### config.mk
export PLATFORM = sky130hd
export DESIGN_NAME = i2c_gpio_expander_target
export DESIGN_NICKNAME = d
export VERILOG_FILES = /design/src/rtl/i2c_gpio_expander_target_pkg.sv /design/src/rtl/i2c_target_bit_ctrl.sv /design/src/rtl/i2c_gpio_expander_target.sv
export SDC_FILE = /design/constraint.sdc
export NUM_CORES = 1
export LEC_CHECK = 0
export ABC_AREA = 1
export BUFFER_PORTS_ARGS = -buffer_cell sky130_fd_sc_hd__buf_2
export CAP_MARGIN = 20
export CORE_ASPECT_RATIO = 0.75
export CORE_MARGIN = 10
export CORE_UTILIZATION = 55
export CTS_CLUSTER_DIAMETER = 200
export DETAILED_ROUTE_END_ITERATION = 10
export GPL_ROUTABILITY_DRIVEN = 1
export GPL_TIMING_DRIVEN = 0
export PLACE_DENSITY_LB_ADDON = 0.25
export SLEW_MARGIN = 25
export SYNTH_ARGS = -nofsm -noshare
export SYNTH_HDL_FRONTEND = slang
export SYNTH_SLANG_ARGS = --single-unit
### constraint.sdc
create_clock -name i_clk -period 3.5 [get_ports i_clk]
set_clock_uncertainty 0.2 [all_clocks]
set_input_delay 0.35 -clock i_clk [delete_from_list [all_inputs] [get_ports i_clk]]
set_output_delay 0.35 -clock i_clk [all_outputs]
set_load 0.02 [all_outputs]
### src/rtl/i2c_gpio_expander_target_pkg.sv
// Shared constants for the TCA9555-compatible GPIO expander: bus address,
// register indices (identical to the TCA9555 command bytes), reset values and FSM encoding.
package i2c_gpio_expander_target_pkg;

    localparam logic [6:0] TCA9555_ADDR_BASE = 7'b0100_000;

    localparam logic [2:0] REG_IN0  = 3'd0;
    localparam logic [2:0] REG_IN1  = 3'd1;
    localparam logic [2:0] REG_OUT0 = 3'd2;
    localparam logic [2:0] REG_OUT1 = 3'd3;
    localparam logic [2:0] REG_POL0 = 3'd4;
    localparam logic [2:0] REG_POL1 = 3'd5;
    localparam logic [2:0] REG_CFG0 = 3'd6;
    localparam logic [2:0] REG_CFG1 = 3'd7;

    localparam logic [15:0] RST_OUT = 16'hFFFF;
    localparam logic [15:0] RST_POL = 16'h0000;
    localparam logic [15:0] RST_CFG = 16'hFFFF;

    typedef enum logic [3:0] {
        IDLE,
        ADDR,
        ADDR_ACK,
        CMD,
        CMD_ACK,
        WDATA,
        WDATA_ACK,
        RDATA,
        RDATA_ACK
    } state_t;

    // Registers come in port0/port1 pairs; auto-increment flips between them.
    function automatic logic [2:0] pair_toggle(input logic [2:0] p);
        return {p[2:1], ~p[0]};
    endfunction

endpackage

### src/rtl/i2c_target_bit_ctrl.sv
// Bit-level I2C target front end: pad synchronizers, SCL edge and START/STOP
// detection, and the 8-bit receive shifter with its bit counter.
module i2c_target_bit_ctrl #(
    parameter int SYNC_STAGES = 2
) (
    input  logic       clk,
    input  logic       reset,
    input  logic       scl_pad,
    input  logic       sda_pad,
    input  logic       clr,
    output logic       scl_rise,
    output logic       scl_fall,
    output logic       start,
    output logic       stop,
    output logic       sda,
    output logic       byte_done,
    output logic [7:0] rx_byte
);

    logic [SYNC_STAGES-1:0] scl_pipe;
    logic [SYNC_STAGES-1:0] sda_pipe;
    logic                   scl_s;
    logic                   scl_q;
    logic                   sda_q;
    logic [3:0]             bit_cnt;

    // Synchronizers carry no reset so leaving reset never fakes a bus edge.
    always_ff @(posedge clk) begin
        scl_pipe <= {scl_pipe[SYNC_STAGES-2:0], scl_pad};
        sda_pipe <= {sda_pipe[SYNC_STAGES-2:0], sda_pad};
        scl_q    <= scl_s;
        sda_q    <= sda;
    end

    assign scl_s     = scl_pipe[SYNC_STAGES-1];
    assign sda       = sda_pipe[SYNC_STAGES-1];
    assign scl_rise  = scl_s & ~scl_q;
    assign scl_fall  = ~scl_s & scl_q;
    assign start     = scl_s & scl_q & sda_q & ~sda;
    assign stop      = scl_s & scl_q & ~sda_q & sda;
    assign byte_done = (bit_cnt == 4'd8);

    always_ff @(posedge clk) begin
        if (reset || start || clr) begin
            bit_cnt <= '0;
        end else if (scl_rise && !byte_done) begin
            bit_cnt <= bit_cnt + 4'd1;
        end
    end

    always_ff @(posedge clk) begin
        if (scl_rise && !byte_done) begin
            rx_byte <= {rx_byte[6:0], sda};
        end
    end

endmodule

### src/rtl/i2c_gpio_expander_target.sv
// TCA9555-style 16-bit I2C GPIO expander target: protocol FSM, register file
// and input-change interrupt on top of the bit-level front end.
module i2c_gpio_expander_target
    import i2c_gpio_expander_target_pkg::*;
#(
    parameter logic [6:0] SADR        = TCA9555_ADDR_BASE,
    parameter int         SYNC_STAGES = 2
) (
    input  logic        i_clk,
    input  logic        i_reset,
    input  logic        i_scl,
    input  logic        i_sda,
    output logic        o_sda_oe,
    input  logic [15:0] i_gpio_in,
    output logic [15:0] o_gpio_out,
    output logic [15:0] o_gpio_dir,
    output logic        o_int_n
);

    logic       scl_rise, scl_fall, start, stop, sda, byte_done, clr;
    logic [7:0] rx;

    i2c_target_bit_ctrl #(
        .SYNC_STAGES(SYNC_STAGES)
    ) u_bit_ctrl (
        .clk      (i_clk),
        .reset    (i_reset),
        .scl_pad  (i_scl),
        .sda_pad  (i_sda),
        .clr      (clr),
        .scl_rise (scl_rise),
        .scl_fall (scl_fall),
        .start    (start),
        .stop     (stop),
        .sda      (sda),
        .byte_done(byte_done),
        .rx_byte  (rx)
    );

    state_t     state, state_nx;
    logic [2:0] ptr, ptr_nx, load_ptr;
    logic       sda_oe, oe_nx;
    logic [7:0] tx, tx_nx;
    logic       rw, rw_nx;
    logic       mack, mack_nx;
    logic       wr_en, rd_load;
    logic [15:0] out_reg, pol, cfg, snap;
    logic        int_n;
    logic [16*SYNC_STAGES-1:0] gpio_pipe;
    logic [15:0] gpio_s;
    logic [7:0]  regs [0:7];

    always_ff @(posedge i_clk) begin
        gpio_pipe <= {gpio_pipe[16*(SYNC_STAGES-1)-1:0], i_gpio_in};
    end
    assign gpio_s = gpio_pipe[16*SYNC_STAGES-1 -: 16];

    always_comb begin
        regs[REG_IN0]  = gpio_s[7:0] ^ pol[7:0];
        regs[REG_IN1]  = gpio_s[15:8] ^ pol[15:8];
        regs[REG_OUT0] = out_reg[7:0];
        regs[REG_OUT1] = out_reg[15:8];
        regs[REG_POL0] = pol[7:0];
        regs[REG_POL1] = pol[15:8];
        regs[REG_CFG0] = cfg[7:0];
        regs[REG_CFG1] = cfg[15:8];
    end

    // ACK and read-data bits change on SCL fall; the master's ACK is taken on SCL rise.
    always_comb begin
        state_nx = state;
        ptr_nx   = ptr;
        oe_nx    = sda_oe;
        tx_nx    = tx;
        rw_nx    = rw;
        mack_nx  = mack;
        clr      = 1'b0;
        wr_en    = 1'b0;
        rd_load  = 1'b0;
        load_ptr = ptr;
        if (stop) begin
            state_nx = IDLE;
            oe_nx    = 1'b0;
        end else if (start) begin
            state_nx = ADDR;
            oe_nx    = 1'b0;
        end else begin
            case (state)
                IDLE: ;
                ADDR: if (scl_fall && byte_done) begin
                    if (rx[7:1] == SADR) begin
                        state_nx = ADDR_ACK;
                        oe_nx    = 1'b1;
                        rw_nx    = rx[0];
                    end else begin
                        state_nx = IDLE;
                        oe_nx    = 1'b0;
                    end
                end
                ADDR_ACK: if (scl_fall) begin
                    clr = 1'b1;
                    if (rw) begin
                        state_nx = RDATA;
                        rd_load  = 1'b1;
                    end else begin
                        state_nx = CMD;
                        oe_nx    = 1'b0;
                    end
                end
                CMD: if (scl_fall && byte_done) begin
                    state_nx = CMD_ACK;
                    oe_nx    = 1'b1;
                    ptr_nx   = rx[2:0];
                end
                CMD_ACK: if (scl_fall) begin
                    state_nx = WDATA;
                    oe_nx    = 1'b0;
                    clr      = 1'b1;
                end
                WDATA: if (scl_fall && byte_done) begin
                    state_nx = WDATA_ACK;
                    oe_nx    = 1'b1;
                    wr_en    = 1'b1;
                end
                WDATA_ACK: if (scl_fall) begin
                    state_nx = WDATA;
                    oe_nx    = 1'b0;
                    clr      = 1'b1;
                    ptr_nx   = pair_toggle(ptr);
                end
                RDATA: if (scl_fall) begin
                    if (byte_done) begin
                        state_nx = RDATA_ACK;
                        oe_nx    = 1'b0;
                    end else begin
                        tx_nx = {tx[6:0], 1'b0};
                        oe_nx = ~tx[6];
                    end
                end
                RDATA_ACK: begin
                    if (scl_rise) begin
                        mack_nx = ~sda;
                    end
                    if (scl_fall) begin
                        if (mack) begin
                            state_nx = RDATA;
                            ptr_nx   = pair_toggle(ptr);
                            load_ptr = pair_toggle(ptr);
                            rd_load  = 1'b1;
                            clr      = 1'b1;
                        end else begin
                            state_nx = IDLE;
                            oe_nx    = 1'b0;
                        end
                    end
                end
                default: begin
                    state_nx = IDLE;
                    oe_nx    = 1'b0;
                end
            endcase
        end
        if (rd_load) begin
            tx_nx = regs[load_ptr];
            oe_nx = ~regs[load_ptr][7];
        end
    end

    always_ff @(posedge i_clk) begin
        tx   <= tx_nx;
        rw   <= rw_nx;
        mack <= mack_nx;
    end

    always_ff @(posedge i_clk) begin
        if (i_reset) begin
            state   <= IDLE;
            ptr     <= '0;
            sda_oe  <= 1'b0;
            out_reg <= RST_OUT;
            pol     <= RST_POL;
            cfg     <= RST_CFG;
            int_n   <= 1'b1;
            snap    <= gpio_s;
        end else begin
            state  <= state_nx;
            ptr    <= ptr_nx;
            sda_oe <= oe_nx;
            if (wr_en) begin
                case (ptr)
                    REG_OUT0: out_reg[7:0]  <= rx;
                    REG_OUT1: out_reg[15:8] <= rx;
                    REG_POL0: pol[7:0]      <= rx;
                    REG_POL1: pol[15:8]     <= rx;
                    REG_CFG0: cfg[7:0]      <= rx;
                    REG_CFG1: cfg[15:8]     <= rx;
                    default: ;
                endcase
            end
            // Reading an input port re-arms its interrupt against the sampled pins.
            if (rd_load && load_ptr == REG_IN0) snap[7:0]  <= gpio_s[7:0];
            if (rd_load && load_ptr == REG_IN1) snap[15:8] <= gpio_s[15:8];
            int_n <= ~|((gpio_s ^ snap) & cfg);
        end
    end

    assign o_sda_oe   = sda_oe;
    assign o_gpio_out = out_reg;
    assign o_gpio_dir = cfg;
    assign o_int_n    = int_n;

endmodule

==> summary by stage, run 1 <==
Run status
The flow ran to the end, and the final reports show no timing, DRC or antenna violations.

Die
The initialized floorplan defines 31 standard-cell rows. The die area is 0.0146 mm². The x dimension of the die is 136 µm. The initial utilization of the core area, before any placement, comes to 57.2%. The I/O pin count is 54. The floorplan step set the die height to around 110 µm. The floorplan step defined a core boundary enclosing 0.00977 mm².

Clock network
Clock-pin slew was measured on the worst setup and hold paths at 60 ps. The number of setup buffers added after CTS is 0. The clock tree synthesis step divided the H-tree into 4 levels. Clock latency on the worst-skew pair, taken at its later pin, is roughly 410 ps.

Hold repair after CTS inserted 18 buffers. The worst-case clock buffer depth is 2. The clock net in this run drives a total of 132 sinks. The cell sitting at the root of the clock tree is a sky130_fd_sc_hd__clkbuf_16. TritonCTS built the clock tree. In this run, CTS created clock tree buffers numbering 17. The post-cts gate resize count is 0.

GRT
The first global-routing pass estimated around 25000 µm of wire. For this run the aggregate overflow at the end of global routing stands at 0. The largest net degree at the start of global routing is 17. The overall routing resource usage is 22.1%. The number of antenna violations at the first check in global routing came to 0. The via count of the first global-routing pass came to around 4500.

Place
Buffers placed on the I/O ports in this run total 53. After detailed placement, the total cell area comes to 0.00606 mm². The final weighted congestion in routability-driven placement is 0.931. The post-detailed-placement half-perimeter wirelength is 11600 µm.

Worst setup path
Counting buffers and inverters, the worst setup path is 11 cells deep. STA classifies the critical path endpoint as a flop. The cell family with the largest share of critical-path delay is simple AND/OR/NAND/NOR gates. In this run the worst setup path terminates at snap[15].

The critical path starts at state[1]. In this run the worst path has a maximum fanout of 10. Among all stages on the critical path, the largest delay is contributed by sky130_fd_sc_hd__o31ai_2. The worst register-to-register path has a depth of 11. The worst register-to-register path begins at state[1]. The required arrival time at the worst endpoint is 3420 ps. The delay of the slowest cell on the worst path is around 370 ps. The reg-to-reg endpoint is snap[15]. The arrival time of data at the critical path endpoint is 2490 ps. Traced cell by cell, the critical path runs through buf_4 > inv_1 > nand2_1 > nor2_4 > nand2_2 > nand2_2 > inv_2 > nor2_4 > nand2_1 > o31ai_2 > buf_4.

The buffer and inverter count on the worst path is 4. Setup slack on the worst reg-to-reg path comes out at 930 ps. STA classifies the critical path startpoint as a flop. The critical path in this run is classified as reg2reg.

Drt
The number of iterations in the first detailed-routing pass is 5. The detailed router placed 4803 vias in this run. The routed design has 15900 µm of wire. After detailed routing, the average wire length per cell comes to 18.7 µm. The number of DRC violations after detailed-routing iteration 0 is 498. In the routed layout, each cell is associated on average with a via count of 5.67. The count of unresolved DRC violations after routing is 0. The count of nets left with antenna violations once routing finished came out at 0.

Layout
The final net count is around 720. Leaving out fill and tap cells, the most frequent cell in the layout is sky130_fd_sc_hd__nand2_1. Cells with a size suffix above 1 make up 21.5% of the layout. The area growth from synthesis to layout is 22.0%. After routing the design area is 0.00683 mm². In the layout the commonest cells are sky130_fd_sc_hd__nand2_1, sky130_fd_sc_hd__dfxtp_1, sky130_fd_sc_hd__buf_2, sky130_fd_sc_hd__a21oi_1, sky130_fd_sc_hd__inv_1. The diode insertion count for antenna repair is 0.

Synth
The count of cell types in the netlist is 46. The synthesized netlist devotes less than 1% of its cell area to adder and majority cells. Summing the areas of all and, or, nand and nor instances in the mapped netlist gives 23.6% of the synthesized area.

The flip-flop and latch count after synthesis is 132. A synthesized cell averages 9.17 µm². The sequential element share of the synthesized area is 53.1%.

After synthesis, the largest family of logic cells by area is simple AND/OR/NAND/NOR gates. Synthesis produced a netlist whose cell count is 610. Summing the areas of all compound-gate instances in the mapped netlist gives 14.1% of the synthesized area.

The commonest register cell after synthesis is sky130_fd_sc_hd__dfxtp_1. The number of nets in the synthesized netlist is 632. The number of flops mapped to enable cells by yosys is 33. The number of warnings printed during yosys synthesis is 0. The xor/xnor cell area share of the yosys netlist is 2.82%. The mapped cell area is 0.00560 mm². The mux share of post-synthesis cell area is 0%. After synthesis, the share of flip-flops with an asynchronous set or reset is 0%.

Power
The static leakage is 2.95 nW. Of the total power, the clock network draws approximately 50%. Per report_power, the sequential group accounts for 46.3% of the total. The power density over the cells is slightly above 500 mW/mm².

IR analysis of the VDD net gives a maximum drop of 0.402 mV. The switching power is around 0.0008 W. The internal power of the cells totals roughly 0.0027 W.

The share of total power consumed by net switching is approximately 23%. The part of the total power dissipated in combinational logic is ~3.6%.

STA
The number of slew-limit violations in the final report is 0. The worst-case headroom to the max-slew limit is about half. Setup violations remaining at the end of the flow were counted as 0.

The slew at the pin closest to its max-slew limit is 769 ps. Final hold analysis gives a worst-case slack of 9.26 ps. For the final routed database, the setup TNS stands at 0 ps.

The clock period could shrink to 2570 ps. The hold violation count in the final report is 0. The fraction of the cycle the final worst path needs is 73.4%. Derived from the worst setup path, the maximum achievable clock frequency is 389 MHz. Setup repair after global routing left no endpoint under its margin.

Run
The max-capacitance violation count is 0.

Hold path
The min-delay analysis places its worst path in the category in2reg.
power groups by stage:
stage / Clock [W] / Sequential [W] / Combinational [W]
finish: 0.00177 / 0.00164 / 0.000127
global route: 0.00185 / 0.00164 / 0.000139
CTS: 0.00178 / 0.00164 / 0.000125
detailed placement: 0 / 0.00167 / 0.000108
global placement: 0 / 0.00167 / 0.000103
floorplan: 0 / 0.00166 / 0.0000668
per-stage QoR:
stage | total power (W) | std cells | util (%) | worst slack, ps
6_report | 0.00354 | 847 | 69.9 | 932
5_1_grt | 0.00363 | 847 | 69.9 | 815
4_1_cts | 0.00355 | 847 | 69.9 | 974
3_5_place_dp | 0.00178 | 797 | 62.0 | 983
3_3_place_gp | 0.00177 | 795 | 61.6 | 235
2_1_floorplan | 0.00173 | 610 | - | 1030
metal layers:
layer  vias up  track usage [%]  share of wire, %
li1       2276                -                 -
met1      2249             30.8                45
met2       250             31.1                42
met3        28             8.02                12
met4         0             6.75               1.8
met5         -                0                 0
synth_stat cells (2+ instances only):
cell type                  number  share of area, %
sky130_fd_sc_hd__nand4_4        4               1.5
sky130_fd_sc_hd__buf_2          8              0.72
sky130_fd_sc_hd__nand2_1      139               9.3
sky130_fd_sc_hd__o31ai_1        3              0.40
sky130_fd_sc_hd__o21ai_1        6              0.54
sky130_fd_sc_hd__nor4_1         3              0.34
sky130_fd_sc_hd__inv_1         43               2.9
sky130_fd_sc_hd__clkbuf_1       5              0.34
sky130_fd_sc_hd__o211ai_1      32               4.3
sky130_fd_sc_hd__o21ai_0       33               3.0
sky130_fd_sc_hd__buf_8          2              0.54
sky130_fd_sc_hd__ha_1           2              0.45
sky130_fd_sc_hd__buf_4          3              0.40
sky130_fd_sc_hd__a21oi_1       49               4.4
sky130_fd_sc_hd__nor3_1         7              0.63
sky130_fd_sc_hd__edfxtp_1      33                18
sky130_fd_sc_hd__xor2_1        13               2.0
sky130_fd_sc_hd__xnor2_1        5              0.78
sky130_fd_sc_hd__nand2_4        3              0.60
sky130_fd_sc_hd__nand2_2        3              0.34
sky130_fd_sc_hd__nor2_4         5               1.0
sky130_fd_sc_hd__nand3b_1       6              0.80
sky130_fd_sc_hd__inv_2          6              0.40
sky130_fd_sc_hd__nor2_1        22               1.5
sky130_fd_sc_hd__nand3_1       35               3.1
sky130_fd_sc_hd__o211ai_2       3              0.67
sky130_fd_sc_hd__clkinv_1       2              0.13
sky130_fd_sc_hd__nand4_1        4              0.45
sky130_fd_sc_hd__nand3_2        4              0.72
sky130_fd_sc_hd__dfxtp_1       99                35
sky130_fd_sc_hd__nor4_4         2              0.76
sky130_fd_sc_hd__or2_2         11               1.2
sky130_fd_sc_hd__inv_4          2              0.22
cell families (layout without fill, tap and decap cells):
family	Yosys count	in the layout
flip-flops	132	132
AND/OR/NAND/NOR	253	253
adder cells (fa/ha/maj)	2	2
buffers and inverters	73	178
AO/OA/AOI/OAI	132	132
XOR/XNOR	18	18
flip-flops by register name (all words and copies together) (netlist names):
register / flops
gpio_pipe: 32
mack: 1
o_gpio_dir: 16
o_gpio_out: 16
o_int_n: 1
o_sda_oe: 1
pol: 16
ptr: 3
rw: 1
snap: 16
state: 4
tx: 7
u_bit_ctrl.bit_cnt: 4
u_bit_ctrl.rx_byte: 8
u_bit_ctrl.scl_pipe: 2
u_bit_ctrl.scl_q: 1
u_bit_ctrl.sda_pipe: 2
u_bit_ctrl.sda_q: 1
area by class of cell:
class / count / area (µm²)
buffer: 19 / 123
inverter: 54 / 209
multi-input combinational: 405 / 2310
tap: 132 / 165
clock buffer: 18 / 439
timing repair buffer: 73 / 460
sequential: 132 / 2970
clock inverter: 14 / 154
fill: 778 / 2950
how the worst min path moves through the flow:
stage | startpoint | end | slack [ps] | depth (start not counted)
global route | i_reset | state[0] | 20 | 2
floorplan | gpio_pipe[0] | gpio_pipe[16] | 110 | 0
finish | i_reset | state[0] | 9 | 2
CTS | i_reset | state[0] | 4 | 2
global placement | gpio_pipe[2] | gpio_pipe[18] | 110 | 0
detailed placement | gpio_pipe[10] | gpio_pipe[26] | 110 | 0
worst reg2reg max path, delay by kind of cell (launching register included):
family          cells  cell delay [ps]
compound gates      1              370
buf+inv             4              560
flops               1              290
simple gates        6              840
No activity file was read; power rests on OpenSTA's default activity.
==> run 2: changes to the inputs <==
--- a/config.mk
+++ b/config.mk
@@ -5,12 +5,12 @@
 export SDC_FILE = /design/constraint.sdc
 export NUM_CORES = 1
 export LEC_CHECK = 0
-export ABC_AREA = 1
+export ABC_AREA = 0
 export BUFFER_PORTS_ARGS = -buffer_cell sky130_fd_sc_hd__buf_2
 export CAP_MARGIN = 20
 export CORE_ASPECT_RATIO = 0.75
 export CORE_MARGIN = 10
-export CORE_UTILIZATION = 55
+export CORE_UTILIZATION = 53
 export CTS_CLUSTER_DIAMETER = 200
 export DETAILED_ROUTE_END_ITERATION = 10
 export GPL_ROUTABILITY_DRIVEN = 1
==> constraint.sdc (replaced) <==
create_clock -name i_clk -period 2.1 [get_ports i_clk]
set_clock_uncertainty 0.2 [all_clocks]
set_input_delay 0.21 -clock i_clk [delete_from_list [all_inputs] [get_ports i_clk]]
set_output_delay 0.21 -clock i_clk [all_outputs]
set_load 0.02 [all_outputs]
==> summary by stage, run 2 <==
Die
The site row count is 31. The die is around 110 µm tall. The initial core utilization is 55.3%. The area of the core is 0.00985 mm². The die is between 100 and 150 µm wide.

The die covers 0.0148 mm². The I/O pin count is 54.

Power
The static leakage is 2.88 nW. The power density over the cells is 824 mW/mm². Of the total power, registers draw 45.0%. The internal cell power is about 0.0047 W. For this design the total switching power over the nets is 0.00139 W. The peak ir drop on the vdd network is just over 1 mV. The share of total power dissipated in the clock network is 50.9%.

The share of total power consumed by net switching is between 20% and 30%. The share of total power dissipated in combinational logic is a little over 4%.

Layout
The final net count is 638. The fraction of final layout cells sized beyond drive strength 1 is ~29%. The register with the most flip-flops in the layout has 32 of them.

The most common library cell in the layout ignoring fill and taps is sky130_fd_sc_hd__dfxtp_1. The register with the most flip-flops in the final layout is gpio_pipe. The core utilization of the finished layout is approximately three quarters. The non-filler instance count after layout is 761. The diode insertion count for antenna repair is 0.

In the layout the commonest cells are sky130_fd_sc_hd__dfxtp_1, sky130_fd_sc_hd__nand2_1, sky130_fd_sc_hd__mux2i_1, sky130_fd_sc_hd__buf_2, sky130_fd_sc_hd__edfxtp_1. Compared with the post-synthesis result, the final layout area differs by 35.3%. The final non-filler cell area is approximately 0.0074 mm².

Drt
The detailed router put a total of 6910 µm of wire on met1. The count of antenna-violating nets left after detailed routing is 0. The highest layer used for signal routing is met4. The number of vias per cell after detailed routing is 6.02. The number of DRC violations after detailed-routing iteration 0 is around 520. For this block, the via count after detailed routing is ~4600. Detailed routing placed a total of about 1800 µm of wire on met3. The routed design uses approximately 7300 µm of met2 wire.

Dividing the detail-routed wire length by the instance count gives ~22 µm. The routed design has 16400 µm of wire. The count of unresolved DRC violations after routing is 0. The first detailed-routing pass ran for 7 iterations.

Worst setup path
The maximum net fanout on the critical path is 5. The kind of capture point of the worst setup path is a flop. The startpoint of the most critical setup path is state[2].

In this design, the stage delay of the slowest critical-path cell is 590 ps. The signal on the critical path passes through or4b_4 > nor2_8 > xnor2_4 > buf_6 > buf_6 > buf_12 > mux2i_4 > a22oi_2 > a22o_1. The most frequent cell on the critical path is sky130_fd_sc_hd__buf_6.

The buffer and inverter count on the worst path is 3. For the worst setup path, the data arrival time is 2730 ps. The required arrival time at the worst endpoint is 2070 ps.

The startpoint identified for the worst register-to-register timing path is state[2]. In this design, the largest share of critical-path delay is due to simple AND/OR/NAND/NOR gates. For this design, the slowest cell found on the critical path is sky130_fd_sc_hd__or4b_4. The worst setup path is of the reg2reg kind. The worst setup path is launched from a flop.

Synth
Synthesis produced 498 cells. The share of synthesized area in the top cell type comes to a little over a third. Counting distinct cell types in the post-synthesis netlist gives 55.

Of all flip-flops after synthesis, the portion carrying an async set or reset was 0%. Yosys printed 0 warnings. In this run, synthesis produced a sequential element count of 132. The number of flops mapped to enable cells by yosys is 33. The average size of a mapped cell is 10.9 µm². The synthesized design spends more area on one cell type than any other, namely sky130_fd_sc_hd__dfxtp_1. The mapped cell area is between 0.005 and 0.006 mm².

In the post-synthesis netlist, the cell with the most instances is sky130_fd_sc_hd__dfxtp_1. Sorting the synthesized cells by how often they occur yields sky130_fd_sc_hd__dfxtp_1, sky130_fd_sc_hd__mux2i_1, sky130_fd_sc_hd__nand2_1. The commonest register cell after synthesis is sky130_fd_sc_hd__dfxtp_1. The total nets after synthesis is 520. After synthesis, flip-flops and latches occupy 54.6% of the total area.

Yosys attributes the largest share of cell area to sky130_fd_sc_hd__dfxtp_1, sky130_fd_sc_hd__edfxtp_1, sky130_fd_sc_hd__mux2i_1.

GRT
The number of antenna violations at the first check in global routing is 0. The largest net degree at the start of global routing is 17. The total overflow left after global routing is 0.

The first-pass GRT wire length is 24500 µm. The via count of the first global-routing pass is 4346. In the global route stage, overall resource usage came out at 21.9%.

Place
The count of buffers added on input and output ports is 52. The final weighted congestion in routability-driven placement is 0.922. Before CTS, the worst setup slack after placement is -770 ps. The wire-length estimate of the detail-placed layout is 10500 µm. The cell area after placement is 0.00593 mm².

The placed instance count is 682.

STA
The worst-case headroom to the max-slew limit is 54.9%. The maximum clock rate is 362 MHz. The slew at the pin closest to its max-slew limit is 677 ps. The number of slew-limit violations in the final report is 0. After layout, the minimum clock period comes to 2760 ps.

Final hold analysis gives a worst-case slack of 126 ps. The post-layout worst setup margin is -662 ps. The fraction of the cycle the final worst path needs is 132%.

Setup repair after global routing could not meet its margin everywhere. The final setup violation count is 64. The hold violation count in the final report is 0.

Clock network
CTS built an H-tree with a depth of 4. The clock net in this run drives a total of roughly 130 sinks. TritonCTS built the clock tree.

No sink is reached through more buffers than the 2 on the longest clock path. The worst-skew pair later-pin latency is 420 ps. The clock edge transition at the registers on the reported setup and hold paths is 60 ps.

The clock buffer count from CTS is 17. The buffer type at the clock tree root is sky130_fd_sc_hd__clkbuf_16.

Run status
The final reports fail on negative setup slack. The run finished, with violations left.

Hold path
In this run the most critical hold path is launched from u_bit_ctrl.sda_pipe[0]. The path category of the worst min-delay check is reg2reg.

Run
Max-cap violations in this run came to 0.
-- run 2: cell count changes after synthesis, moves of 25 or more --
cell,before,now
sky130_fd_sc_hd__o211ai_1,32,1
sky130_fd_sc_hd__nand2_1,139,62
sky130_fd_sc_hd__nand3_1,35,7
sky130_fd_sc_hd__mux2i_1,0,68
sky130_fd_sc_hd__a21oi_1,49,17
sky130_fd_sc_hd__o21ai_0,33,8
sky130_fd_sc_hd__inv_1,43,5
-- run 2: cell families after synthesis --
| kind of cell | synth area share [%] |
|---|---|
| AO/OA/AOI/OAI | 9.38 |
| XOR/XNOR | 6.11 |
| adder cells (fa/ha/maj) | 0.459 |
| buffers and inverters | 2.53 |
| flip-flops | 54.6 |
| multiplexers | 13.5 |
| AND/OR/NAND/NOR | 13.4 |
-- run 2: routing by layer --
| metal | track usage, % | vias up |
|---|---|---|
| li1 | - | 2037 |
| met1 | 29.7 | 2252 |
| met2 | 32.2 | 265 |
| met3 | 6.72 | 31 |
| met4 | 7.36 | 0 |
| met5 | 0 | - |
-- run 2: path summary, 6_finish.rpt --
path	endpoint	slack [ps]	cells past startpoint
max	tx[4]	-660	9
min	u_bit_ctrl.sda_pipe[1]	130	0
max reg2reg	tx[4]	-660	9
min reg2reg	u_bit_ctrl.sda_pipe[1]	130	0
-- run 2: power by group through the flow --
| stage | logic (W) | clock network, W | registers [W] |
|---|---|---|---|
| 2_1_floorplan | 0.000119 | 0 | 0.00277 |
| 3_3_place_gp | 0.000178 | 0 | 0.00278 |
| 3_5_place_dp | 0.000184 | 0 | 0.00279 |
| 4_1_cts | 0.000228 | 0.00310 | 0.00273 |
| 5_1_grt | 0.000264 | 0.00323 | 0.00274 |
| 6_report | 0.000247 | 0.00309 | 0.00273 |
-- run 2: what timing repair did --
item	4_1_cts	5_1_grt
hold endpoints to repair	20	0
pin swaps	16	15
cloned	2	0
hold buffers	19	0
buffers inserted	25	8
gates resized for setup	38	50
setup endpoints to repair	94	87
-- run 2: cell type report --
class / instances / area [µm²]
Timing Repair Buffer: 103 / 788
Inverter: 6 / 22.5
Tap cell: 132 / 165
Multi-Input combinational cell: 332 / 2650
Clock buffer: 17 / 425
Buffer: 24 / 138
Fill cell: 650 / 2480
Clock inverter: 15 / 190
Sequential cell: 132 / 2990
-- run 2: per-stage QoR --
step	setup TNS, ps	total power [W]
2_1_floorplan	-12090	0.00289
3_3_place_gp	-44780	0.00296
3_5_place_dp	-47950	0.00297
4_1_cts	-21660	0.00606
5_1_grt	-27010	0.00623
6_report	-21740	0.00607
==> run 3: changes to the inputs <==
--- a/config.mk
+++ b/config.mk
@@ -16,7 +16,9 @@
 export GPL_ROUTABILITY_DRIVEN = 1
 export GPL_TIMING_DRIVEN = 0
 export PLACE_DENSITY_LB_ADDON = 0.25
+export SETUP_SLACK_MARGIN = 0.02
 export SLEW_MARGIN = 25
 export SYNTH_ARGS = -nofsm -noshare
 export SYNTH_HDL_FRONTEND = slang
+export SYNTH_HIERARCHICAL = 1
 export SYNTH_SLANG_ARGS = --single-unit
==> summary by stage, run 3 <==
Place
Input and output buffers added on the ports amount to 53. Summed over all nets, the half-perimeter wirelength after detailed placement is 11300 µm. Timing analysis after detailed placement gives a worst setup slack of -954 ps. Including well taps, the total number of placed cells is 741. The final weighted congestion in routability-driven placement is a little under 1.

Power
The fraction of power consumed by the clock network is 49.9%. The internal cell power is 0.00457 W. The peak ir drop on the vdd network is between 0.8 and 0.9 mV.

Power comes to 0.00595 W. The switching power is around 0.0014 W. Power spread over the standard cell area amounts to around 760 mW/mm². The register share of total power is 46.0%. The share of total power consumed by net switching is 23.1%. Combinational cells account for 4.1% of the total power. The static leakage is 3.03 nW.

Synth
The flip-flop and latch count after synthesis is 132. The top cell type's share of synthesized area is 35.7%. The number of flops mapped to enable cells by yosys is 33. The cell area that synthesis handed to floorplanning was 0.00555 mm². The fraction of registers with async set/reset is 0%. The number of nets in the synthesized netlist is 574. By area the synthesized netlist is led by sky130_fd_sc_hd__dfxtp_1, sky130_fd_sc_hd__edfxtp_1, sky130_fd_sc_hd__xor2_1. Synthesis instantiated 62 different standard cells from the library.

The cell count after synthesis came out at about 550. The number of warnings printed during yosys synthesis is 6. The commonest register cell after synthesis is sky130_fd_sc_hd__dfxtp_1. In the synthesized netlist, the cells that appear most often are sky130_fd_sc_hd__dfxtp_1, sky130_fd_sc_hd__nand2_1, sky130_fd_sc_hd__nand3_1. The sequential element share of the synthesized area is a little over half. The most common cell in the synthesized netlist is sky130_fd_sc_hd__dfxtp_1. The synthesized design spends more area on one cell type than any other, namely sky130_fd_sc_hd__dfxtp_1. The average size of a mapped cell is between 10 and 15 µm².

STA
Setup repair after global routing could not meet its margin everywhere. For the pin with the worst max-slew slack, the measured transition is 842 ps. The final setup TNS is -28850 ps. The worst-case headroom to the max-slew limit is 43.7%. The hold violation count in the final report is 0. The maximum clock rate is 336 MHz. The post-layout worst setup margin is -880 ps. Setup violations remaining at the end of the flow were counted as 73. The fraction of the cycle the final worst path needs is 142%. The minimum period implied by the final worst setup slack is 2980 ps. The worst hold margin is 115 ps. The number of slew-limit violations in the final report is 0.

Worst setup path
Together, buffers and inverters on the worst path number 1. The cell family with the largest share of critical-path delay is simple AND/OR/NAND/NOR gates. The required arrival time at the worst endpoint is 2070 ps.

Walking the worst path, the cells encountered are nor2b_4 > or4bb_4 > or3_4 > buf_12 > nand2_8 > mux2i_1 > a221oi_2 > a32o_1. The worst setup path is of the reg2reg kind. The cell with the largest stage delay on the worst path is sky130_fd_sc_hd__or4bb_4. The type of origin of the critical path is a flop. The number of cells on the worst reg-to-reg path is 8.

The worst setup path is captured at a flop. In this run the worst path has a maximum fanout of 6. On the worst path, the slowest cell contributes a delay of 580 ps. Across all register-to-register paths, the minimum setup slack is -880 ps.

For the worst setup path, the data arrival time is 2950 ps. The instance count on the critical path is 8.

Die
The die span in y is roughly 110 µm. The die area is 0.0150 mm². 54 I/O pins were placed.

The area of the core is a little over 0.01 mm². The initialized floorplan defines 32 standard-cell rows. The x dimension of the die is 138 µm. The initial core utilization is about 54%.

Clock network
The CTS tree is done. The worst-case clock buffer depth is 2. CTS placed an instance of sky130_fd_sc_hd__clkbuf_16 at the clock tree root.

The H-tree generated during clock tree synthesis spans 4 levels. The clock edge transition at the registers on the reported setup and hold paths is 60 ps. The tree built by TritonCTS fans out to 132 sinks. The clock buffer count from CTS is 17. Clock latency on the worst-skew pair, taken at its later pin, is 420 ps.

Drt
The count of antenna-violating nets left after detailed routing is 0. After the first detailed-routing iteration, the DRC count stood at between 700 and 800. The number of iterations in the first detailed-routing pass is 7. After detailed routing, the number of remaining DRC violations is 0. The sum of routed wire length over all layers is 18900 µm. The vias after detailed routing is 5248.

The number of vias per cell after detailed routing is 6.29. After detailed routing, the average wire length per cell comes to approximately 23 µm.

Layout
Across the whole layout, storage elements account for 0.00299 mm². The library cell used most frequently in the layout, excluding fill and tap cells, is sky130_fd_sc_hd__dfxtp_1. The register with the most flip-flops in the layout has 32 of them. The non-filler instance count after layout is 834.

The diode insertion count for antenna repair is 0. In the layout the commonest cells are sky130_fd_sc_hd__dfxtp_1, sky130_fd_sc_hd__buf_2, sky130_fd_sc_hd__nand2_1, sky130_fd_sc_hd__edfxtp_1, sky130_fd_sc_hd__xor2_1. The area growth from synthesis to layout is 41.4%. In the final layout, the multi-input gates occupy 0.00290 mm². The final net count is 707. More flip-flops sit in one register than any other, and that register is gpio_pipe. The filler cells instantiated in the layout total 642. The post-route netlist has 35.1% of its cells at a drive strength greater than 1.

GRT
For this run, the total global-route usage over all layers was measured as 21.1%. Global routing finished with a remaining overflow of 0. The first global-routing pass estimated roughly 25000 µm of wire. The number of antenna violations at the first check in global routing was 0. Entering global routing, the biggest net connects 17 pins. The via count of the first global-routing pass is 4671.

Run
Across the run, the number of max-cap violations was 0.

Hold path
The path category of the worst min-delay check is in2reg. Counting instances, the worst hold path has a depth of 4.

Run status
The final reports fail on negative setup slack. The flow ran to the end, but the final reports show violations.
## run 3: layout make-up
class	count	share of cell area, %
Inverter	12	0.685
Timing Repair Buffer	118	11.9
Tap cell	136	2.17
Buffer	28	2.66
Multi-Input combinational cell	376	36.9
Clock buffer	21	6.15
Sequential cell	132	38.1
Clock inverter	11	1.47
## run 3: repair_timing
item | in CTS | in global routing
gates resized for setup | 31 | 137
hold buffers | 18 | 0
pin swaps | 9 | 50
endpoints found under the setup margin | 90 | 98
endpoints found under the hold margin | 18 | 0
setup buffers | 12 | 34
cloned | 0 | 2
## run 3: cell families (layout without fill, tap and decap cells)
| kind of cell | after synthesis | after routing | share of synthesized area [%] |
|---|---|---|---|
| adders and majority gates | 2 | 2 | 0.451 |
| DFF | 132 | 132 | 53.5 |
| muxes | 21 | 21 | 4.06 |
| buffers and inverters | 44 | 190 | 3.22 |
| xor gates and xnor gates | 33 | 33 | 5.21 |
| AOI/OAI and AO/OA | 115 | 115 | 14.2 |
| and+or+nand+nor | 205 | 205 | 19.4 |
## run 3: path summary, 6_finish.rpt
kind,from,endpoint
worst min-delay path,i_reset,u_bit_ctrl/bit_cnt[1]
worst max register to register,u_bit_ctrl/scl_q,tx[5]
worst max-delay path,u_bit_ctrl/scl_q,tx[5]
worst min register to register,u_bit_ctrl/scl_pipe[0],u_bit_ctrl/scl_pipe[1]
## run 3: power by group through the flow
stage                     Sequential, W  Combinational (W)  Clock [W]
final                           0.00274           0.000242    0.00297
after detailed placement        0.00279           0.000178          0
after CTS                       0.00273           0.000211    0.00296
after floorplan                 0.00277           0.000115          0
after global placement          0.00278           0.000175          0
after global routing            0.00274           0.000257    0.00308
## run 3: tightest hold or removal path: cells and delay by family
family,cells,cell delay [ps]
AND/OR/NAND/NOR,1,70
buffers and inverters,1,140
AO/OA/AOI/OAI,2,270
## run 3: layer usage
metal	vias up	track usage (%)	wire [µm]
met5	-	0	0
met4	0	9.01	602
met3	66	6.17	2280
met2	395	31.3	8270
met1	2517	28.3	7780
li1	2270	-	-
## run 3: stage by stage
stage / util [%] / cell area [µm²]
2_1_floorplan: - / 5680
3_3_place_gp: 59.7 / 6110
3_5_place_dp: 59.7 / 6110
4_1_cts: 68.7 / 7040
5_1_grt: 76.6 / 7850
6_report: 76.6 / 7850
